`config.mk`:
```
export PLATFORM = sky130hd
export DESIGN_NAME = mem_arbiter
export DESIGN_NICKNAME = d
export VERILOG_FILES = /design/src/rtl/cpu_types_pkg.sv /design/src/rtl/mem_arb_watchdog.sv /design/src/rtl/mem_arbiter.sv
export SDC_FILE = /design/constraint.sdc
export NUM_CORES = 1
export LEC_CHECK = 0
export BUFFER_PORTS_ARGS = -buffer_cell sky130_fd_sc_hd__buf_2
export CORE_AREA = 2 2 104 106
export CTS_CLUSTER_DIAMETER = 100
export DETAILED_ROUTE_END_ITERATION = 8
export DIE_AREA = 0 0 106 108
export PLACE_DENSITY = 0.67
export REMOVE_ABC_BUFFERS = 1
export SYNTH_ARGS = -nofsm -noshare
export SYNTH_HDL_FRONTEND = slang
export SYNTH_HIERARCHICAL = 1
export SYNTH_SLANG_ARGS = --single-unit
```
`constraint.sdc`:
```
create_clock -name CLK -period 4.35 [get_ports CLK]
set_input_delay 0.435 -clock CLK [delete_from_list [all_inputs] [get_ports CLK]]
set_output_delay 0.435 -clock CLK [all_outputs]
set_load 0.03 [all_outputs]
```
`src/rtl/cpu_types_pkg.sv`:
```
// Shared CPU memory-side types: RAM handshake states, word type and arbiter states.
// Also holds the load value returned when the arbiter terminates a transaction with an error.
package cpu_types_pkg;

    typedef logic [31:0] word_t;

    typedef enum logic [1:0] {
        FREE   = 2'b00,
        BUSY   = 2'b01,
        ACCESS = 2'b10,
        ERROR  = 2'b11
    } ramstate_t;

    typedef enum logic [1:0] {
        IDLE = 2'b00,
        IBUS = 2'b01,
        DBUS = 2'b10
    } arbstate_t;

    localparam word_t ARB_BAD   = 32'hBAD1BAD1;

    // Encoding of the round-robin last-grant bit.
    localparam logic  LG_INSTR  = 1'b0;
    localparam logic  LG_DATA   = 1'b1;

endpackage

```
`src/rtl/mem_arb_watchdog.sv`:
```
// Transaction watchdog for mem_arbiter: counts granted cycles and flags the last allowed one.
module mem_arb_watchdog #(
    parameter int TIMEOUT = 64
) (
    input  logic clk,
    input  logic rst,
    input  logic clr,
    input  logic en,
    output logic timeout
);

    localparam int CW = $clog2(TIMEOUT + 1);

    logic [CW-1:0] count_r;

    assign timeout = (count_r == CW'(TIMEOUT - 1));

    // Cycle counter; holds at the limit so it can never wrap during a stuck grant.
    always_ff @(posedge clk) begin
        if (rst) begin
            count_r <= {CW{1'b0}};
        end else if (clr) begin
            count_r <= {CW{1'b0}};
        end else if (en && !timeout) begin
            count_r <= count_r + CW'(1);
        end else begin
            count_r <= count_r;
        end
    end

endmodule

```
`src/rtl/mem_arbiter.sv`:
```
// Merges the instruction-fetch and data ports onto the single RAM request port, with watchdog.
// Build option MEM_ARB_RR_EN: alternate grants when both ports request together (default: data first).
import cpu_types_pkg::*;

module mem_arbiter #(
    parameter int    TIMEOUT = 64,
    parameter word_t BAD     = ARB_BAD
) (
    input  logic        CLK,
    input  logic        RST,
    input  logic        iREN,
    input  logic [31:0] iaddr,
    output logic        iwait,
    output logic [31:0] iload,
    input  logic        dREN,
    input  logic        dWEN,
    input  logic [31:0] daddr,
    input  logic [31:0] dstore,
    output logic        dwait,
    output logic [31:0] dload,
    output logic        ramREN,
    output logic        ramWEN,
    output logic [31:0] ramaddr,
    output logic [31:0] ramstore,
    input  logic [31:0] ramload,
    input  ramstate_t   ramstate,
    output logic        err
);

    arbstate_t state_r;
    arbstate_t next_state_s;
    logic      ram_ren_r;
    logic      ram_wen_r;
    word_t     ram_addr_r;
    word_t     ram_store_r;
    logic      err_r;

    logic      dreq_s;
    logic      bus_s;
    logic      req_s;
    logic      access_s;
    logic      fault_s;
    logic      done_s;
    logic      abort_s;
    logic      grant_d_s;
    logic      grant_i_s;
    logic      wd_timeout_s;
    word_t     load_s;

    assign dreq_s = dREN | dWEN;

    mem_arb_watchdog #(
        .TIMEOUT (TIMEOUT)
    ) u_watchdog (
        .clk     (CLK),
        .rst     (RST),
        .clr     (state_r == IDLE),
        .en      (bus_s),
        .timeout (wd_timeout_s)
    );

`ifdef MEM_ARB_RR_EN
    logic last_grant_r;

    // Remember which port won the most recent grant.
    always_ff @(posedge CLK) begin
        if (RST) begin
            last_grant_r <= LG_DATA;
        end else if (state_r == IDLE && grant_d_s) begin
            last_grant_r <= LG_DATA;
        end else if (state_r == IDLE && grant_i_s) begin
            last_grant_r <= LG_INSTR;
        end else begin
            last_grant_r <= last_grant_r;
        end
    end

    // Grant selection: on a tie, the port not served last wins.
    always_comb begin
        grant_d_s = dreq_s;
        grant_i_s = iREN;
        if (dreq_s && iREN) begin
            grant_d_s = (last_grant_r == LG_INSTR);
            grant_i_s = (last_grant_r == LG_DATA);
        end else begin
            grant_d_s = dreq_s;
            grant_i_s = iREN;
        end
    end
`else
    // Grant selection: fixed data-over-instruction priority.
    always_comb begin
        grant_d_s = dreq_s;
        grant_i_s = iREN & ~dreq_s;
    end
`endif

    // Transaction status of the granted side and next-state decision.
    always_comb begin
        next_state_s = state_r;
        req_s        = 1'b0;
        bus_s        = 1'b0;
        access_s     = (ramstate == ACCESS);
        // A real ACCESS beats a timeout that lands on the same cycle.
        fault_s      = (ramstate == ERROR) || (wd_timeout_s && !access_s);
        case (state_r)
            IDLE: begin
                if (grant_d_s) begin
                    next_state_s = DBUS;
                end else if (grant_i_s) begin
                    next_state_s = IBUS;
                end else begin
                    next_state_s = IDLE;
                end
            end
            IBUS: begin
                bus_s = 1'b1;
                req_s = iREN;
            end
            DBUS: begin
                bus_s = 1'b1;
                req_s = dreq_s;
            end
            default: begin
                next_state_s = IDLE;
            end
        endcase
        done_s  = bus_s && req_s && (access_s || fault_s);
        abort_s = bus_s && !req_s;
        if (done_s || abort_s) begin
            next_state_s = IDLE;
        end else begin
            next_state_s = next_state_s;
        end
    end

    assign load_s = access_s ? ramload : BAD;
    assign iwait  = iREN   & ~((state_r == IBUS) && done_s);
    assign dwait  = dreq_s & ~((state_r == DBUS) && done_s);
    assign iload  = ((state_r == IBUS) && done_s) ? load_s : 32'h0000_0000;
    assign dload  = ((state_r == DBUS) && done_s) ? load_s : 32'h0000_0000;

    // FSM state, latched RAM request (stable for the whole grant) and sticky error.
    always_ff @(posedge CLK) begin
        if (RST) begin
            state_r     <= IDLE;
            ram_ren_r   <= 1'b0;
            ram_wen_r   <= 1'b0;
            ram_addr_r  <= 32'h0000_0000;
            ram_store_r <= 32'h0000_0000;
            err_r       <= 1'b0;
        end else begin
            state_r <= next_state_s;
            err_r   <= err_r | (bus_s && fault_s);
            if (state_r == IDLE && grant_d_s) begin
                ram_ren_r   <= ~dWEN;
                ram_wen_r   <= dWEN;
                ram_addr_r  <= daddr;
                ram_store_r <= dstore;
            end else if (state_r == IDLE && grant_i_s) begin
                ram_ren_r   <= 1'b1;
                ram_wen_r   <= 1'b0;
                ram_addr_r  <= iaddr;
                ram_store_r <= ram_store_r;
            end else if (next_state_s == IDLE) begin
                ram_ren_r   <= 1'b0;
                ram_wen_r   <= 1'b0;
            end else begin
                ram_ren_r   <= ram_ren_r;
                ram_wen_r   <= ram_wen_r;
            end
        end
    end

    assign ramREN   = ram_ren_r;
    assign ramWEN   = ram_wen_r;
    assign ramaddr  = ram_addr_r;
    assign ramstore = ram_store_r;
    assign err      = err_r;

endmodule

```
* Word level (Yosys, flattened, before mapping)
Cells that the tools add are included.
Storage, ports and cells: register bits after elaboration 76, input bits 135, output and inout port bits 133
Operators by class: reduce and logical (&&, ||, !) cells 22, add/subtract/negate cells 1, eq/ne operators 5, multiplexer cells 16, bitwise logic cells 9
Operators with widths (number):
- $mux W32 | 5
- $logic_and A1 B1 Y1 | 10
- $add A7 B1 Y7 const B | 1
- $eq A7 B6 Y1 const B | 1
- $mux W1 | 7
- $eq A2 B2 Y1 const B | 3
- $logic_not A2 Y1 | 2
- $mux W2 | 2
- $not A1 Y1 | 4
- $pmux W2 S2 | 1
- $reduce_or A2 Y1 | 2
- $and A1 B1 Y1 | 3
- $logic_not A1 Y1 | 3
- $logic_or A1 B1 Y1 | 3
- $reduce_bool A3 Y1 | 1
- $eq A2 B1 Y1 const B | 1
- $or A1 B1 Y1 | 2
- $pmux W1 S2 | 1
- $reduce_bool A2 Y1 | 1

* Longest topological paths before layout
depth after elaboration 12, mapped depth 8, depth with buffers taken out 7

* By module
Netlist, hierarchy kept.
Modules (own cells, without submodules):
- mem_arbiter | sequential area each 1381.3 µm², instances 1, cells an instance 426, area each 3101.7 µm²
- mem_arb_watchdog | sequential area each 140.1 µm², instances 1, cells an instance 36, area each 341.6 µm²

* Worst setup path after synthesis
OpenSTA, ideal clock, no wires.
kind flip-flop to output port, start register u_watchdog.count_r[0], end output port iwait, arrival 1.809 ns, setup slack 2.106 ns, cell stages (with the launch flop) 7, path buffers 0, cells stage by stage dfxtp_1 > ha_1 > and3b_4 > nand2_1 > inv_1 > o21a_1 > a21boi_0
Between the ends: longest elaborated chain between the ends 8
RTL lines:
- start: declaration | line mem_arb_watchdog.sv:14 | logic [CW-1:0] count_r;
- start signal: assignment | line mem_arb_watchdog.sv:21 | count_r <= {CW{1'b0}};
- start signal: assignment | line mem_arb_watchdog.sv:23 | count_r <= {CW{1'b0}};
- start signal: assignment | line mem_arb_watchdog.sv:25 | count_r <= count_r + CW'(1);
- $eq A7 B6 Y1 | line mem_arb_watchdog.sv:16 | assign timeout = (count_r == CW'(TIMEOUT - 1));
- net wd_timeout_s | line mem_arbiter.sv:47 | logic wd_timeout_s;
- $logic_and A1 B1 Y1 | line mem_arbiter.sv:105 | fault_s = (ramstate == ERROR) || (wd_timeout_s && !access_s);
- $logic_or A1 B1 Y1 | line mem_arbiter.sv:105
- $logic_or A1 B1 Y1 | line mem_arbiter.sv:128 | done_s = bus_s && req_s && (access_s || fault_s);
- $logic_and A1 B1 Y1 | line mem_arbiter.sv:128
- $logic_and A1 B1 Y1 | line mem_arbiter.sv:138 | assign iwait = iREN & ~((state_r == IBUS) && done_s);
- $not A1 Y1 | line mem_arbiter.sv:138
- $and A1 B1 Y1 | line mem_arbiter.sv:138
- end: declaration | line mem_arbiter.sv:13 | output logic iwait,
The timed path passes the listed nets, and every way through them passes these cells.

* Worst setup path after layout
start register u_watchdog.count_r[0], end output port iload[19]
Between the ends: longest elaborated chain between the ends 7
RTL lines:
- $eq A7 B6 Y1 | line mem_arb_watchdog.sv:16
- net wd_timeout_s | line mem_arbiter.sv:47
- $logic_and A1 B1 Y1 | line mem_arbiter.sv:105
- $logic_or A1 B1 Y1 | line mem_arbiter.sv:105
- $logic_or A1 B1 Y1 | line mem_arbiter.sv:128
- $logic_and A1 B1 Y1 | line mem_arbiter.sv:128
- $logic_and A1 B1 Y1 | line mem_arbiter.sv:140 | assign iload = ((state_r == IBUS) && done_s) ? load_s : 32'h0000_0000;
- $mux W32 | line mem_arbiter.sv:140
- end: declaration | line mem_arbiter.sv:14 | output logic [31:0] iload,
The timed path passes the listed nets, and every way through them passes these cells.

==> summary.txt <==
status -> complete, no violations
hold violation count in the final report -> 0
WS Path Type -> reg -> out
clock sink total -> 76
io pins -> 268
met3 wire length -> 988 um
Synth Flop Type -> dfxtp_1
dominant cell type by area after synthesis -> dfxtp_1
VDD IR max -> 0.2691 mV
number of port buffers -> 267
Max clock buf depth -> 2
asr flop ratio synth -> 0%
CP max-delay cell -> o211ai_2
Final Net Count -> 849
First-pass DRT Iterations -> 4
Hold Path Class -> in -> reg
DIE AREA -> 11450 um2
sw power -> 0.001141 W
#FFs+latches synth -> 76
DR vias -> 4077
final period utilization -> 69.20%
post-cts repair resize count -> 0
cts hold-fix bufs -> 0
crit-path cells -> ha_1 -> and3b_4 -> nand2_1 -> inv_1 -> o21a_1 -> o211ai_2 -> nor2_1 -> buf_2
sequential share of the synthesized area -> 44.19%
Comb pwr share -> 43.7%
Tightest Pin Transition -> 1.158 ns
top-area cell type share of the netlist area -> 44.19%
die width -> 106 um
CTS root buffer -> clkbuf_8
maxcap violations -> 0
DRT iter0 DRCs -> 230
initial antenna violation count -> 1
Worst Path Max Fanout -> 32
worst skew pair latency -> 0.34 ns
worst path bufs/invs -> 2
Starting Density -> 33.66%
post-synthesis cell area -> 3443 um2
PwrDens -> 524.0 nW/um2
post-CTS setup buffer count -> 0
post-route cell area -> 5012 um2
Data arrival, critical path -> 2.58 ns
CTS tree -> done
Via density -> 4.785
Worst slew margin -> 22.54%
FF-to-FF path depth -> 5
first-pass GRT wire length -> 17220 um
total power -> 0.002627 W
YS warnings -> 6
CTS clk-pin slew, worst paths -> 0.08 ns
WL final -> 11220 um
critical path launch point -> u_watchdog/count_r[0]
share of cells above drive strength 1 -> 42.52%
Post-Place Cells -> 835
Hold Startpoint -> dstore[5]
DRT met1 WL -> 4349 um
DR top layer -> met4
CORE AREA -> 10230 um2
Tot GR Track Use -> 18.66%
placer's final routability congestion estimate -> 0.8572
most frequent cell after synthesis -> nor2_1
Int Pwr -> 0.001486 W
CTS buffer count -> 9
EDFF count, synth -> 0
HPWL Detailed -> 8668 um
Worst R2R Start -> state_r[0]
vias in the first global route -> 3765
Core Util, Final -> 48.99%
setup tns final -> 0 ns
# rows -> 37
Pins Over Slew Limit -> 0
Max Fclk -> 332.2 MHz
CP max stage delay -> 0.50 ns
largest net degree at the start of global routing -> 66
synth unique cells -> 39
Leakage Power -> 2.629 nW
crit end category -> output port
global route total overflow -> 0
synthesized area per cell -> 7.453 um2
die span in y -> 108 um
DR WL/cell -> 13.17 um
crit path to -> iload[19]
top cells by count, synth -> nor2_1, nand2_1, dfxtp_1
Net Sw Frac -> 43.44%
Critical R2R Capture -> ramstore[9]
Final setup violation count -> 0
Placed Area -> 4808 um2
Clk network pwr share -> 20.7%
R2R Setup Slk -> 2.24 ns
startpoint types -> flop
DRT antenna net count -> 0
P&R area growth vs syn -> 45.57%
Critical Path RT -> 3.91 ns
Worst path depth -> 8
non-filler cells, final -> 852
DR WL met2 -> 5699 um
Clock Skews -> 0.006158 ns
Top delay family on crit path -> compound AO/OA/AOI/OAI gates
final worst path period need -> 3.010 ns
Seq pwr share -> 35.6%
unrepaired setup endpoints after global routing -> no
# DRC -> 0
Synth Instances -> 462
H-tree levels -> 3
Synth area leaders -> dfxtp_1, nor2_1, nand2_1, o22ai_1, a21oi_1
logic make-up after synthesis:
group / Yosys count / synth area share (%)
flip-flops: 76 / 44.19
buffers and inverters: 38 / 5.741
AO/OA/AOI/OAI: 94 / 16.82
multiplexers: 2 / 0.5814
adder cells (fa/ha/maj): 4 / 1.454
AND/OR/NAND/NOR: 248 / 31.21
final cells by class:
cell class | instances | area (um2)
clock buffers | 10 | 137.6
repair buffers | 271 | 1366
diodes | 1 | 2.502
inverters | 4 | 15.01
clock inverters | 6 | 63.81
multi-input cells | 348 | 1735
fillers | 1025 | 5219
well taps | 136 | 170.2
flip-flops and latches | 76 | 1521
placed cells by master, fill, tap and decap left out, drive strengths merged:
cell type	count
buf	271
nor2	119
nand2	83
dfxtp	76
a21oi	35
o22ai	32
nor3	32
clkbuf	10
o21ai	7
inv	4
ha	4
a31oi	4
a21boi	4
o21a	3
clkinv	3
o211ai	2
nor2b	2
nand2b	2
clkinvlp	2
mux2i	2
nand3	2
and2	2
diode	1
nand4bb	1
o311a	1
o31a	1
o2bb2ai	1
a22o	1
bufinv	1
and3	1
and3b	1
or3	1
or2	1
o311ai	1
o41ai	1
a311oi	1
and4	1
flip-flops by register name (all words and copies together) (netlist names):
name,flops
state_r,2
ramWEN,1
err,1
ramstore,32
ramaddr,32
u_watchdog/count_r,7
ramREN,1
metrics by stage:
stage,hold WS [ns],setup WS [ns]
after floorplan,0.4159,1.291
after global placement,0.4311,1.816
after detailed placement,0.4434,1.703
after CTS,0.2994,1.318
after global routing,0.3035,1.066
final,0.3197,1.340
worst register-to-register path: stages, from the launching register on:
cell and delay [ns]:
dfxtp_1 0.34, inv_1 0.11, ha_1 0.34, o21a_1 0.94, nand2_1 0.15, a21oi_1 0.16
how the worst min path moves through the flow:
stage,endpoint,cells past startpoint
2_1_floorplan,u_watchdog/count_r[6],2
3_3_place_gp,u_watchdog/count_r[6],2
3_5_place_dp,ramstore[31],2
4_1_cts,ramstore[31],3
5_1_grt,ramstore[4],3
6_report,ramstore[5],3
layer usage:
layer  up-vias  global-route usage, %
li1       2053                      -
met1      1805                  19.29
met2       205                  35.07
met3        14                  5.847
met4         0                  7.519
met5         -                      0
power by group through the flow:
stage	logic (W)	registers [W]	clock network (W)
floorplan	0.000480	0.00125	0
global route	0.00125	0.000958	0.000588
global placement	0.00114	0.000943	0
finish	0.00115	0.000936	0.000543
detailed placement	0.00116	0.000951	0
CTS	0.00116	0.000937	0.000558
No activity file was read; power rests on OpenSTA's default activity.
